[src/rtl/noise_pkg.sv]
// Shared constants, lookup tables and register layouts for the APU noise voice.
package noise_pkg;

  localparam int unsigned REG_W         = 8;
  localparam int unsigned LEN_W         = 8;
  localparam int unsigned TAP_LONG      = 1;
  localparam int unsigned TAP_SHORT_DEF = 6;
  localparam int unsigned LFSR_W_DEF    = 15;

  localparam logic [7:0] LENGTH_TABLE [32] = '{
    8'h0A, 8'hFE, 8'h14, 8'h02, 8'h28, 8'h04, 8'h50, 8'h06,
    8'hA0, 8'h08, 8'h3C, 8'h0A, 8'h0E, 8'h0C, 8'h1A, 8'h0E,
    8'h0C, 8'h10, 8'h18, 8'h12, 8'h30, 8'h14, 8'h60, 8'h16,
    8'hC0, 8'h18, 8'h48, 8'h1A, 8'h10, 8'h1C, 8'h20, 8'h1E
  };

  localparam logic [11:0] PERIOD_TABLE [16] = '{
    12'h004, 12'h008, 12'h010, 12'h020, 12'h040, 12'h060, 12'h080, 12'h0A0,
    12'h0CA, 12'h0FE, 12'h17C, 12'h1FC, 12'h2FA, 12'h3F8, 12'h7F2, 12'hFE4
  };

  typedef struct packed {
    logic [1:0] rsvd;
    logic       halt_loop;
    logic       const_vol;
    logic [3:0] vol_period;
  } reg_400c_t;

  typedef struct packed {
    logic       mode;
    logic [2:0] rsvd;
    logic [3:0] period_sel;
  } reg_400e_t;

endpackage

[src/rtl/noise_if.sv]
// Register/strobe bus between the register-file crossing, the noise voice and the mixer.
interface noise_if
  import noise_pkg::*;
#(
  parameter int unsigned VOL_WIDTH = 4
);
  logic                 enable_240hz;
  logic                 enable_120hz;
  logic                 channel_enable;
  logic [REG_W-1:0]     reg_400C;
  logic [REG_W-1:0]     reg_400E;
  logic [REG_W-1:0]     reg_400F;
  logic                 reg_change;
  logic                 length_active;
  logic [VOL_WIDTH-1:0] noise_out;

  modport master (
    output enable_240hz, enable_120hz, channel_enable,
    output reg_400C, reg_400E, reg_400F, reg_change,
    input  length_active, noise_out
  );

  modport slave (
    input  enable_240hz, enable_120hz, channel_enable,
    input  reg_400C, reg_400E, reg_400F, reg_change,
    output length_active, noise_out
  );
endinterface

[src/rtl/noise_envelope_unit.sv]
// Decaying/looping volume envelope clocked by the quarter-frame strobe.
module envelope_unit
  import noise_pkg::*;
#(
  parameter int unsigned VOL_WIDTH = 4
) (
  input  logic                 clk,
  input  logic                 rst,
  input  logic                 start_set,
  input  logic                 quarter,
  input  logic [VOL_WIDTH-1:0] period,
  input  logic                 loop,
  input  logic                 const_vol,
  output logic [VOL_WIDTH-1:0] volume_c
);

  logic                 start_q, start_d;
  logic [VOL_WIDTH-1:0] div_q, div_d;
  logic [VOL_WIDTH-1:0] decay_q, decay_d;

  always_ff @(posedge clk or posedge rst) begin
    if (rst) begin
      start_q <= 1'b0;
      div_q   <= '0;
      decay_q <= '0;
    end else begin
      start_q <= start_d;
      div_q   <= div_d;
      decay_q <= decay_d;
    end
  end

  // A write arriving with a strobe only arms start; the next strobe consumes it.
  always_comb begin
    start_d = start_q;
    div_d   = div_q;
    decay_d = decay_q;
    if (start_set) begin
      start_d = 1'b1;
    end else if (quarter) begin
      if (start_q) begin
        start_d = 1'b0;
        decay_d = '1;
        div_d   = period;
      end else if (div_q == '0) begin
        div_d = period;
        if (decay_q != '0) begin
          decay_d = decay_q - VOL_WIDTH'(1);
        end else if (loop) begin
          decay_d = '1;
        end
      end else begin
        div_d = div_q - VOL_WIDTH'(1);
      end
    end
  end

  assign volume_c = const_vol ? period : decay_q;

endmodule

[src/rtl/noise_channel.sv]
// APU noise voice: prescaled timer stepping an LFSR, length counter, envelope, registered sample.
module noise_channel
  import noise_pkg::*;
#(
  parameter int unsigned LFSR_WIDTH  = LFSR_W_DEF,
  parameter int unsigned TAP_SHORT   = TAP_SHORT_DEF,
  parameter int unsigned TIMER_WIDTH = 12,
  parameter int unsigned VOL_WIDTH   = 4,
  parameter int unsigned CLK_DIV     = 1
) (
  input  logic    clk,
  input  logic    rst,
  noise_if.slave  bus
);

  reg_400c_t cfg_c;
  reg_400e_t cfg_e;
  logic      unused_bits;

  assign cfg_c       = reg_400c_t'(bus.reg_400C);
  assign cfg_e       = reg_400e_t'(bus.reg_400E);
  assign unused_bits = ^{cfg_c.rsvd, cfg_e.rsvd, bus.reg_400F[2:0]};

  // Write detect: reg_change toggles in a foreign domain, so synchronise then edge-detect.
  logic [1:0] sync_q;
  logic       reload_q;

  always_ff @(posedge clk or posedge rst) begin
    if (rst) begin
      sync_q   <= '0;
      reload_q <= 1'b0;
    end else begin
      sync_q   <= {sync_q[0], bus.reg_change};
      reload_q <= sync_q[0] ^ sync_q[1];
    end
  end

  logic tick;

  if (CLK_DIV <= 1) begin : g_nodiv
    assign tick = 1'b1;
  end else begin : g_div
    localparam int unsigned DIV_W = $clog2(CLK_DIV);
    logic [DIV_W-1:0] div_q;

    always_ff @(posedge clk or posedge rst) begin
      if (rst) begin
        div_q <= '0;
      end else if (div_q == '0) begin
        div_q <= DIV_W'(CLK_DIV - 1);
      end else begin
        div_q <= div_q - DIV_W'(1);
      end
    end

    assign tick = (div_q == '0);
  end

  // New periods are only picked up at reload, so a running count is never cut short.
  logic [TIMER_WIDTH-1:0] timer_q;
  logic                   step;

  assign step = tick && (timer_q == '0);

  always_ff @(posedge clk or posedge rst) begin
    if (rst) begin
      timer_q <= '0;
    end else if (tick) begin
      if (timer_q == '0) begin
        timer_q <= TIMER_WIDTH'(PERIOD_TABLE[cfg_e.period_sel]);
      end else begin
        timer_q <= timer_q - TIMER_WIDTH'(1);
      end
    end
  end

  logic [LFSR_WIDTH-1:0] lfsr_q;
  logic                  fb;

  assign fb = lfsr_q[0] ^ (cfg_e.mode ? lfsr_q[TAP_SHORT] : lfsr_q[TAP_LONG]);

  always_ff @(posedge clk or posedge rst) begin
    if (rst) begin
      lfsr_q <= LFSR_WIDTH'(1);
    end else if (step) begin
      lfsr_q <= {fb, lfsr_q[LFSR_WIDTH-1:1]};
    end else if (lfsr_q == '0) begin
      lfsr_q <= LFSR_WIDTH'(1);
    end
  end

  // Disable beats reload, reload beats the half-frame decrement.
  logic [LEN_W-1:0] length_q;

  always_ff @(posedge clk or posedge rst) begin
    if (rst) begin
      length_q <= '0;
    end else if (!bus.channel_enable) begin
      length_q <= '0;
    end else if (reload_q) begin
      length_q <= LEN_W'(LENGTH_TABLE[bus.reg_400F[7:3]]);
    end else if (bus.enable_120hz && !cfg_c.halt_loop && (length_q != '0)) begin
      length_q <= length_q - LEN_W'(1);
    end
  end

  logic [VOL_WIDTH-1:0] volume_c;

  envelope_unit #(
    .VOL_WIDTH (VOL_WIDTH)
  ) u_env (
    .clk       (clk),
    .rst       (rst),
    .start_set (reload_q),
    .quarter   (bus.enable_240hz),
    .period    (VOL_WIDTH'(cfg_c.vol_period)),
    .loop      (cfg_c.halt_loop),
    .const_vol (cfg_c.const_vol),
    .volume_c  (volume_c)
  );

  logic [VOL_WIDTH-1:0] noise_q;

  always_ff @(posedge clk or posedge rst) begin
    if (rst) begin
      noise_q <= '0;
    end else if ((length_q == '0) || lfsr_q[0]) begin
      noise_q <= '0;
    end else begin
      noise_q <= volume_c;
    end
  end

  assign bus.noise_out     = noise_q;
  assign bus.length_active = (length_q != '0);

endmodule

[src/flat_wrapper.sv]
// flat-port wrapper written by rule: the top's interface ports become plain ports
module noise_channel_flat import noise_pkg::*;
#(
  parameter int unsigned LFSR_WIDTH  = LFSR_W_DEF,
  parameter int unsigned TAP_SHORT   = TAP_SHORT_DEF,
  parameter int unsigned TIMER_WIDTH = 12,
  parameter int unsigned VOL_WIDTH   = 4,
  parameter int unsigned CLK_DIV     = 1
)
  (clk, rst, bus_enable_240hz, bus_enable_120hz, bus_channel_enable, bus_reg_400C, bus_reg_400E, bus_reg_400F, bus_reg_change, bus_length_active, bus_noise_out);
  noise_if #(.VOL_WIDTH(VOL_WIDTH)) bus_i ();
  input  logic clk;
  input  logic rst;
  input wire logic [$bits(bus_i.enable_240hz)-1:0] bus_enable_240hz;
  input wire logic [$bits(bus_i.enable_120hz)-1:0] bus_enable_120hz;
  input wire logic [$bits(bus_i.channel_enable)-1:0] bus_channel_enable;
  input wire logic [$bits(bus_i.reg_400C)-1:0] bus_reg_400C;
  input wire logic [$bits(bus_i.reg_400E)-1:0] bus_reg_400E;
  input wire logic [$bits(bus_i.reg_400F)-1:0] bus_reg_400F;
  input wire logic [$bits(bus_i.reg_change)-1:0] bus_reg_change;
  output wire logic [$bits(bus_i.length_active)-1:0] bus_length_active;
  output wire logic [$bits(bus_i.noise_out)-1:0] bus_noise_out;
  assign bus_i.enable_240hz = bus_enable_240hz;
  assign bus_i.enable_120hz = bus_enable_120hz;
  assign bus_i.channel_enable = bus_channel_enable;
  assign bus_i.reg_400C = bus_reg_400C;
  assign bus_i.reg_400E = bus_reg_400E;
  assign bus_i.reg_400F = bus_reg_400F;
  assign bus_i.reg_change = bus_reg_change;
  assign bus_length_active = bus_i.length_active;
  assign bus_noise_out = bus_i.noise_out;
  noise_channel #(.LFSR_WIDTH(LFSR_WIDTH), .TAP_SHORT(TAP_SHORT), .TIMER_WIDTH(TIMER_WIDTH), .VOL_WIDTH(VOL_WIDTH), .CLK_DIV(CLK_DIV)) u_core (.clk(clk), .rst(rst), .bus(bus_i));
endmodule
[config.mk]
export PLATFORM = sky130hd
export DESIGN_NAME = noise_channel_flat
export DESIGN_NICKNAME = d
export VERILOG_FILES = /design/src/rtl/noise_pkg.sv /design/src/rtl/noise_if.sv /design/src/rtl/noise_envelope_unit.sv /design/src/rtl/noise_channel.sv /design/src/flat_wrapper.sv
export SDC_FILE = /design/constraint.sdc
export NUM_CORES = 1
export LEC_CHECK = 0
export BUFFER_PORTS_ARGS = -buffer_cell sky130_fd_sc_hd__buf_2
export CELL_PAD_IN_SITES_DETAIL_PLACEMENT = 0
export CELL_PAD_IN_SITES_GLOBAL_PLACEMENT = 2
export CORE_ASPECT_RATIO = 2
export CORE_MARGIN = 10
export CORE_UTILIZATION = 37
export DETAILED_ROUTE_END_ITERATION = 10
export GPL_ROUTABILITY_DRIVEN = 0
export GPL_TIMING_DRIVEN = 1
export PLACE_DENSITY = 0.79
export SYNTH_ARGS = -nofsm -noshare
export SYNTH_HDL_FRONTEND = slang
export SYNTH_SLANG_ARGS = --single-unit
[constraint.sdc]
create_clock -name clk -period 2.21 [get_ports clk]
set_input_delay 0.221 -clock clk [delete_from_list [all_inputs] [get_ports clk]]
set_output_delay 0.221 -clock clk [all_outputs]
set_load 0.1 [all_outputs]
Word level (Yosys, flattened, before mapping)
Memory sizes are Yosys's and may differ from the RTL's.
Index checks and enable logic that the tools add are counted.

operators by class
  shift-type cells = 0
  div/mod/pow operators = 0
  multiply operators = 0
  mux-type cells = 21
  reduce and logical (&&, ||, !) cells = 16
  equality and inequality tests = 1
  $add $sub $neg = 4
  $lt $le $gt $ge = 2
  bitwise gates (word level) = 5

operator list
  cell                   count
  $mux 8                 5
  $mux 12                3
  $mux 4                 8
  $mux 15                2
  $logic_not 15->1       1
  $logic_not 12->1       1
  $sub 12x1->12 const B  1
  $logic_not 8->1        1
  $reduce_bool 8->1      1
  $sub 4x1->4 const B    2
  $sub 8x1->8 const B    1
  $ge 6x6->1 const B     1
  $not 5->6              1
  $reduce_bool 2->1      3
  $ge 5x5->1 const B     1
  $not 4->5              1
  $logic_not 4->1        1
  $reduce_and 4->1       1
  $reduce_bool 4->1      1
  $mux 1                 3
  $ne 3x1->1 const B     1
  $reduce_bool 3->1      1
  $logic_and 1x1->1      2
  $reduce_and 2->1       1
  other kinds (4)        5

word-level totals
  bits in read-only memories = 448
  bits of input ports = 30
  logic and storage cells = 60
  register bits after elaboration = 51
  RAM bits = 0
  memories = 2
  bits in latches = 0
  output and inout bits = 5

memory list
  name             depth  bits a word  read ports  clocked after Yosys merged registers in  write ports  line                  text
  (no name shown)  32     8            1           0                                        0            noise_channel.sv:101  length_q <= LEN_W'(LENGTH_TABLE[bus.reg_400F[7:3]]);
  (no name shown)  16     12           1           0                                        0            noise_channel.sv:70   timer_q <= TIMER_WIDTH'(PERIOD_TABLE[cfg_e.period_sel]);

Depth between registers and ports, before layout
Gate-level depths: netlist of the first run.

  depth after elaboration = 6
  mapped depth = 8
  depth with buffers taken out = 7

By module
From an unflattened synthesis of the first run, not the netlist that was laid out.

unflattened totals
  cells, all modules = 314
  area total of the unflattened synthesis = 3101.7 um^2

by module, submodules not included
  module         area each (um^2)  seq. area each (um^2)  instances  cells each
  noise_channel  2512.4            1052.3                 1          245
  envelope_unit  589.3             225.2                  1          69

Least setup slack after synthesis of the first run
OpenSTA, ideal clock, no wires.

  kind = register to register
  start point = register u_core.length_q[0]
  end point = register u_core.length_q[5]
  arrival time = 2.285 ns
  data required time = 2.089 ns
  slack = -0.196 ns
  buffers on the path = 1
  cell stages (with the launch flop) = 9
  clock period less this slack = 2.406 ns
  setup time = 0.121 ns
  cells stage by stage = dfrtp_1 inv_1 ha_1 or3b_1 buf_6 nor3_4 inv_1 a211oi_1 and4b_1

between the ends
  elaborated cells between the ends (all ways) = 7
  those cells by class = add/sub: 1; eq/ne: 1; mux: 3; reduce/logical: 2

RTL lines
  element                   line                  text
  start: declaration        noise_channel.sv:93   logic [LEN_W-1:0] length_q;
  start signal: assignment  noise_channel.sv:101
  start signal: assignment  noise_channel.sv:103  length_q <= length_q - LEN_W'(1);
  $reduce_bool 8->1         n/a
  via bus_length_active     flat_wrapper.sv:21    output wire logic [$bits(bus_i.length_active)-1:0] bus_length_active;
  $logic_and 1x1->1         noise_channel.sv:102  end else if (bus.enable_120hz && !cfg_c.halt_loop && (length_q != '0)) begin
  $ne 3x1->1 (no line)      n/a

The timed path passes the listed nets, and every way through them passes these cells. The select of a mux whose other input is x is not followed.
A chain may end at the register's enable or synchronous reset.

Worst setup path after layout of the first run
  start point = register u_core.length_q[0]
  end point = output port bus_length_active

between the ends
  cells in the longest elaborated chain, start to end = 1

RTL lines
  element            line                  text
  $reduce_bool 8->1  noise_channel.sv:135  assign bus.length_active = (length_q != '0);
  end: declaration   flat_wrapper.sv:21

No other way between the ends.

==> metrics.md, run 1 <==
| Metric | Value |
|---|---|
| Status | `finished clean` |
| Yosys cell types | `58` |
| CP max FO | `6` |
| Hold WC Path Type | `in2reg` |
| Lkg Pwr | `~1.6 nW` |
| DIE AREA | `about 12,000 um^2` |
| Minimum clock period | `~2100 ps` |
| Reg-to-reg startpoint | `u_core.length_q[0]` |
| Post-route DRC | `0` |
| Terminus of the critical flop-to-flop path | `u_core.length_q[3]` |
| Max VDD drop | `roughly 380 uV` |
| Inserted Diodes | `0` |
| Nets@finish | `between 300 and 400` |
| Clk_skew | `slightly above 6 ps` |
| R2R Setup Slk | `approximately 160 ps` |
| Slowest stage cell, crit path | `or3b_4` |
| Setup TNS | `0 ps` |
| CTS Hold Buffers Added | `0` |
| Initial antenna violation count | `0` |
| Clock latency on the worst-skew pair | `290 ps` |
| RSZ-0062 raised after global routing | `no` |
| Synthesized cell area | `between 3000 and 4000 um^2` |
| WP buf/inv | `3` |
| Seq/Total Area, Yosys | `0.4222` |
| Fmax | `about 0.48 GHz` |
| H-tree depth | `2` |
| Port Buffer Count | `26` |
| Core area | `about 8000 um^2` |
| CTS root buffer | `clkbuf_16` |
| Global-route wire length before repair | `approximately 12 mm` |
| Setup crit start | `u_core.length_q[0]` |
| Routed Wire Length | `7.066 mm` |
| Die Ht | `about 150 um` |
| Die W | `between 80 and 90 um` |
| Worst setup SP type | `flop` |
| CP Data Arrival Time | `around 1900 ps` |
| Slew headroom | `0.5580` |
| Row cnt | `between 40 and 50` |
| Gr ovfl total | `0` |
| Min-delay src | `bus_reg_change` |
| Delay-heaviest family, CP | `simple AND/OR/NAND/NOR gates` |
| Initial core utilization | `0.3809` |
| Critical Path RT | `between 1500 and 2000 ps` |
| Number of routed nets with antenna violations | `0` |
| Fin. Hold Viols | `0` |
| Hold Path Sink | `u_core.sync_q[0]` |
| Kind of critical path | `reg2out` |
| CP Capture Type | `primary output` |
| Final period util | `0.9514` |
| Syn_area_per_cell | `~9.8 um^2` |
| Cells after Synth | `310` |
| Number of global-route vias before repair | `about 2,500` |
| Crit-path max cell delay | `~440 ps` |
| Ys Warns | `0` |
| Num CTS Buffers | `5` |
| Final setup vio count | `0` |
| Vias per cell | `~5.5` |
| Ports | `35` |
| Share of layout cells above drive strength 1 | `0.2018` |
| Reg2Reg Depth | `6` |
| Reg clk slew, reported paths | `70 ps` |
| Dpl hpwl | `~5.4 mm` |
| TritonCTS clock tree | `done` |
| Seq cells post-synth | `51` |
| Overall routing resource usage | `0.1165` |
| Wire per inst | `approximately 16 um` |
| Initial DRC Count | `between 150 and 200` |
| Area growth syn-to-layout | `14.76%` |
| EDFF count, synth | `0` |
| Final hold slack | `around 42 ps` |
| Clock sink count | `51` |
| Pwr Density | `between 800 and 900 nW/um^2` |
| Max Transition Viols Final | `0` |
| Total chip power | `about 0.0030 W` |
| Vias | `between 2,000 and 2,500` |
| Pin count of the biggest net entering global routing | `52` |
| Most used DFF post-synth | `dfrtp_1` |
| Worst hold path depth | `1` |
| CP most frequent cell | `inv_1` |
| Synthesized Nets | `351` |
| Clock Path Buffers | `2` |
| Measured slew at the worst slew-check pin | `between 600 and 700 ps` |
| Max Cap Viol | `0` |
| Ys async rst share | `1.000` |
| CP cell instances | `inv_1, ha_1, or3b_4, nor3_4, inv_1, buf_6` |
| DRT Pass-1 Iters | `4` |
## synth_stat cells (8+ instances only)
| library cell | instances | share of area |
|---|---|---|
| o21ai_0 | 12 | 0.020 |
| dfrtp_1 | 50 | 0.41 |
| nor2b_1 | 8 | 0.017 |
| nor2_1 | 23 | 0.029 |
| nand2_1 | 16 | 0.020 |
| mux2_2 | 17 | 0.063 |
| nor3_1 | 18 | 0.030 |
| mux2i_1 | 11 | 0.036 |
| clkbuf_1 | 9 | 0.011 |
| ha_1 | 11 | 0.045 |
| a21oi_1 | 18 | 0.030 |
| inv_1 | 18 | 0.022 |
## worst reg2reg max path, stage by stage, from the launching register on
cell     delay, ps
dfrtp_1        410
inv_1           70
ha_1           180
or3b_4         440
o31a_1         370
a211o_1        310
and4_1         160
## registers in the layout, summed over array words and instances, names as in the netlist
register,cells
u_core.timer_q,12
u_core.reload_q,1
u_core.length_q,8
u_core.bus.noise_out,4
u_core.lfsr_q,15
u_core.u_env.div_q,4
u_core.u_env.decay_q,4
u_core.sync_q,2
u_core.u_env.start_q,1
## power by group
| part | switching (W) | internal, W |
|---|---|---|
| Clock | 0.000329 | 0.000483 |
| Sequential | 0.000190 | 0.00111 |
| Combinational | 0.000544 | 0.000328 |
| Total | 0.00106 | 0.00192 |
## how the worst max path moves through the flow
stage | slack (ps) | cells after the start | to
after detailed placement | 100 | 6 | u_core.length_q[3]
after global placement | 130 | 6 | u_core.length_q[3]
final | 110 | 6 | bus_length_active
after floorplan | -200 | 8 | u_core.length_q[5]
after CTS | 50 | 6 | bus_length_active
after global routing | 20 | 6 | bus_length_active
## routing by layer
| layer | global-route usage | routed length (um) | vias up |
|---|---|---|---|
| met4 | 0.07071 | 277 | 0 |
| met1 | 0.1079 | 2604 | 1159 |
| met3 | 0.01871 | 181 | 15 |
| met5 | 0 | 0 | - |
| li1 | - | - | 1193 |
| met2 | 0.2265 | 4003 | 48 |
## final cells by class
| type | count | area [um^2] |
|---|---|---|
| Tap cell | 96 | 120.1 |
| Timing Repair Buffer | 39 | 234.0 |
| Fill cell | 814 | 4471 |
| Inverter | 18 | 67.56 |
| Sequential cell | 51 | 1277 |
| Multi-Input combinational cell | 226 | 1617 |
| Clock buffer | 8 | 156.4 |
## cells in the final DEF (no fill, tap or decap), types with 12 or more instances in the layout
cell / synthesis / final
dfrtp_1: 50 / 50
buf_2: 2 / 25
nor2_1: 23 / 23
nor3_1: 18 / 18
a21oi_1: 18 / 18
inv_1: 18 / 17
mux2_2: 17 / 17
nand2_1: 16 / 16
buf_4: 0 / 13
o21ai_0: 12 / 12
## logic make-up (layout without fill, tap and decap cells)
logic type / count (synthesis) / after routing / synth area share
muxes: 29 / 29 / 0.1071
adders and majority gates: 12 / 12 / 0.04880
buffers and inverters: 33 / 65 / 0.04425
and+or+nand+nor: 102 / 102 / 0.1857
DFF: 51 / 51 / 0.4223
xor gates and xnor gates: 8 / 8 / 0.02316
AOI/OAI and AO/OA: 75 / 75 / 0.1687
## timing repair
| action | CTS | global route |
|---|---|---|
| setup buffers | 0 | 0 |
| endpoints found under the setup margin | 1 | 1 |
| pin swaps | 0 | 0 |
| gates resized for setup | 2 | 1 |
## per-stage QoR
| stage | area (um^2) | setup slack, ps | instances | util |
|---|---|---|---|---|
| 2_1_floorplan | 3025 | -195.7 | 310 | - |
| 3_3_place_gp | 3307 | 134.1 | 430 | 0.4164 |
| 3_5_place_dp | 3307 | 103.0 | 430 | 0.4164 |
| 4_1_cts | 3468 | 54.17 | 438 | 0.4367 |
| 5_1_grt | 3472 | 16.02 | 438 | 0.4371 |
| 6_report | 3472 | 107.4 | 438 | 0.4371 |
Power figures use the tool's default switching activity.
==> run 2: changes to the inputs <==
Settings changed: SYNTH_HIERARCHICAL from default to 1.
==> metrics.md, run 2 <==
| Metric | Value |
|---|---|
| Max reg flops | `15 (unchanged)` |
| Lkg Pwr | `1.515 nW (was 1.571 nW)` |
| Kind of critical path | `reg2reg (was reg2out)` |
| Gr ovfl total | `0 (unchanged)` |
| Biggest regs | `u_core/lfsr_q x15, u_core/timer_q x12, u_core/length_q x8 (was u_core.lfsr_q x15, u_core.timer_q x12, u_core.length_q x8)` |
| Overall routing resource usage | `0.1122 (was 0.1165)` |
| Ranking of synthesized cells by area | `dfrtp_1, mux2_2, ha_1, o21ai_0, nor2_1 (was dfrtp_1, mux2_2, ha_1, mux2i_1, a21oi_1)` |
| Slew headroom | `0.6014 (was 0.5580)` |
| Cells after Synth | `314 (was 310)` |
| Routed Wire Length | `6.882 mm (was 7.066 mm)` |
| TritonCTS clock tree | `done (unchanged)` |
| EDFF count, synth | `0 (unchanged)` |
| Initial DRC Count | `94 (was 197)` |
| Initial antenna violation count | `0 (unchanged)` |
| Synthesized cell area | `3102 um^2 (was 3025 um^2)` |
| Final setup vio count | `0 (unchanged)` |
| Vias | `2,358 (was 2,415)` |
| Pwr Density | `671.9 nW/um^2 (was 858.5 nW/um^2)` |
| Post-route DRC | `0 (unchanged)` |
| Measured slew at the worst slew-check pin | `592.9 ps (was 663.0 ps)` |
| Commonest cells after routing, fill and taps aside | `dfrtp_1, buf_2, nor2_1 (unchanged)` |
| Area growth syn-to-layout | `11.70% (was 14.76%)` |
| WL met2 | `3.831 mm (was 4.003 mm)` |
| Seq cells post-synth | `51 (unchanged)` |
| Top cells by count, synth | `dfrtp_1, nor2_1, inv_1, mux2_2, o21ai_0 (was dfrtp_1, nor2_1, a21oi_1, inv_1, nor3_1)` |
| Ys async rst share | `1.000 (unchanged)` |
| Dpl cell area | `3304 um^2 (was 3307 um^2)` |
| CTS root buffer | `clkbuf_16 (unchanged)` |
| Reg with most FFs | `u_core/lfsr_q (was u_core.lfsr_q)` |
| Pin count of the biggest net entering global routing | `43 (was 52)` |
| Syn_area_per_cell | `9.878 um^2 (was 9.759 um^2)` |
| Number of global-route vias before repair | `2,513 (was 2,518)` |
| Clock latency on the worst-skew pair | `290 ps (about the same)` |
| Fin. Hold Viols | `0 (unchanged)` |
| Final period util | `0.9155 (was 0.9514)` |
| Port Buffer Count | `26 (unchanged)` |
| Synth top area share | `0.4034 (was 0.4136)` |
| Die Ht | `149.5 um (was 147.9 um)` |
| DIE AREA | `12,670 um^2 (was 12,410 um^2)` |
| Inserted Diodes | `0 (unchanged)` |
| Status | `finished clean (unchanged)` |
| Most common cell in the netlist | `dfrtp_1 (unchanged)` |
| H-tree depth | `2 (unchanged)` |
| Yosys top cell by area | `dfrtp_1 (unchanged)` |
| Hold WC Path Type | `in2reg (unchanged)` |
| Worst setup SP type | `flop (unchanged)` |
| Max Transition Viols Final | `0 (unchanged)` |
| Row cnt | `47 (was 46)` |
| Synthesized Nets | `355 (was 351)` |
| Reg clk slew, reported paths | `70 ps (about the same)` |
| Final Instance Area | `3465 um^2 (was 3472 um^2)` |
| Core area | `8233 um^2 (was 7943 um^2)` |
| CP Data Arrival Time | `2200 ps (was 1880 ps)` |
| M1 WL | `2.678 mm (was 2.604 mm)` |
| Nets@finish | `380 (was 382)` |
| Most common cell after layout, fill and taps aside | `dfrtp_1 (unchanged)` |
| Share of layout cells above drive strength 1 | `0.2265 (was 0.2018)` |
| Clk_skew | `4.188 ps (was 6.202 ps)` |
| Wire per inst | `15.71 um (was 16.13 um)` |
| Max VDD drop | `307.8 uV (was 382.1 uV)` |
| Ys Warns | `6 (was 0)` |
| Dpl hpwl | `5.337 mm (was 5.371 mm)` |
| Seq/Total Area, Yosys | `0.4119 (was 0.4222)` |
| Num CTS Buffers | `5 (unchanged)` |
| Clock sink count | `51 (unchanged)` |
| Top Metal Used | `met4 (unchanged)` |
| Initial core utilization | `0.3767 (was 0.3809)` |
| Fmax | `0.4943 GHz (was 0.4756 GHz)` |
| Vias per cell | `5.384 (was 5.514)` |
| Ports | `35 (unchanged)` |
| Most used DFF post-synth | `dfrtp_1 (unchanged)` |
| Setup TNS | `0 ps (unchanged)` |
| Minimum clock period | `2023 ps (was 2103 ps)` |
| Yosys cell types | `63 (was 58)` |
| # Post-CTS Setup Buffers | `0 (unchanged)` |
| Global-route wire length before repair | `11.67 mm (was 12.01 mm)` |
| Number of routed nets with antenna violations | `0 (unchanged)` |
| DR WL met3 | `203 um (was 181 um)` |
| Max Cap Viol | `0 (unchanged)` |
| Die W | `84.74 um (was 83.94 um)` |
| DRT Pass-1 Iters | `4 (unchanged)` |
| CP Capture Type | `flop (was primary output)` |
| Clock Path Buffers | `2 (unchanged)` |
| CP max FO | `4 (was 6)` |
| Critical Path RT | `2390 ps (was 1990 ps)` |
| RSZ-0062 raised after global routing | `no (unchanged)` |
## run 2: worst paths after layout
check | start | endpoint | slack (ps) | cells past startpoint
max | u_core/length_q[0] | u_core/length_q[6] | 190 | 6
min | bus_reg_change | u_core/sync_q[0] | 40 | 1
max reg2reg | u_core/length_q[0] | u_core/length_q[6] | 190 | 6
min reg2reg | u_core/sync_q[0] | u_core/sync_q[1] | 390 | 0
max in group asynchronous | rst | u_core/bus.noise_out[2] | 1210 | 4
min in group asynchronous | rst | u_core/u_env/decay_q[1] | 460 | 3
## run 2: cell families (layout without fill, tap and decap cells)
| group | Yosys count | in the layout | synth area share |
|---|---|---|---|
| compound gates | 78 | 78 | 0.1719 |
| mux | 25 | 25 | 0.09238 |
| flops | 51 | 51 | 0.4119 |
| fa+ha+maj | 11 | 11 | 0.04437 |
| buf+inv | 35 | 61 | 0.06011 |
| xor+xnor | 14 | 14 | 0.03953 |
| simple gates | 100 | 100 | 0.1799 |
## run 2: final cells by class
type | instances | area (um^2)
Tap cell | 98 | 122.6
Clock inverter | 3 | 20.02
Fill cell | 849 | 4768
Timing Repair Buffer | 34 | 205.2
Multi-Input combinational cell | 228 | 1643
Inverter | 19 | 71.32
Sequential cell | 51 | 1277
Clock buffer | 5 | 125.1
## run 2: repair_timing
action	CTS	global route
hold endpoints to repair	9	0
hold buffers	1	0
endpoints found under the setup margin	0	1
resized for setup	0	1
## run 2: metrics by stage
step	utilization	hold slack, ps	cells	total power (W)	setup slack (ps)
2_1_floorplan	-	48.92	314	0.001446	192.0
3_3_place_gp	0.4014	232.1	429	0.001585	190.0
3_5_place_dp	0.4014	232.8	429	0.001587	172.5
4_1_cts	0.4202	26.70	438	0.002364	78.30
5_1_grt	0.4208	25.36	438	0.002472	65.45
6_report	0.4208	37.92	438	0.002328	186.8
## run 2: layer usage
layer,up-vias,GRT usage
met5,-,0
met2,40,0.2185
li1,1184,-
met3,10,0.01960
met1,1124,0.1093
met4,0,0.05132
## run 2: worst max-delay path, stage by stage, from the launching register on
cell and delay [ps]:
dfrtp_1 410, inv_1 70, ha_1 190, or3b_2 500
nor3_1 210, mux2_2 350, o211a_1 200
## run 2: where the power goes
group / internal, W / switching, W / total, W / leakage [nW]
clock: 0.000417 / 0.000341 / 0.000758 / 0.0658
sequential: 0.00100 / 0.0000951 / 0.00110 / 0.627
combinational: 0.000197 / 0.000273 / 0.000470 / 0.822
total: 0.00162 / 0.000709 / 0.00233 / 1.51
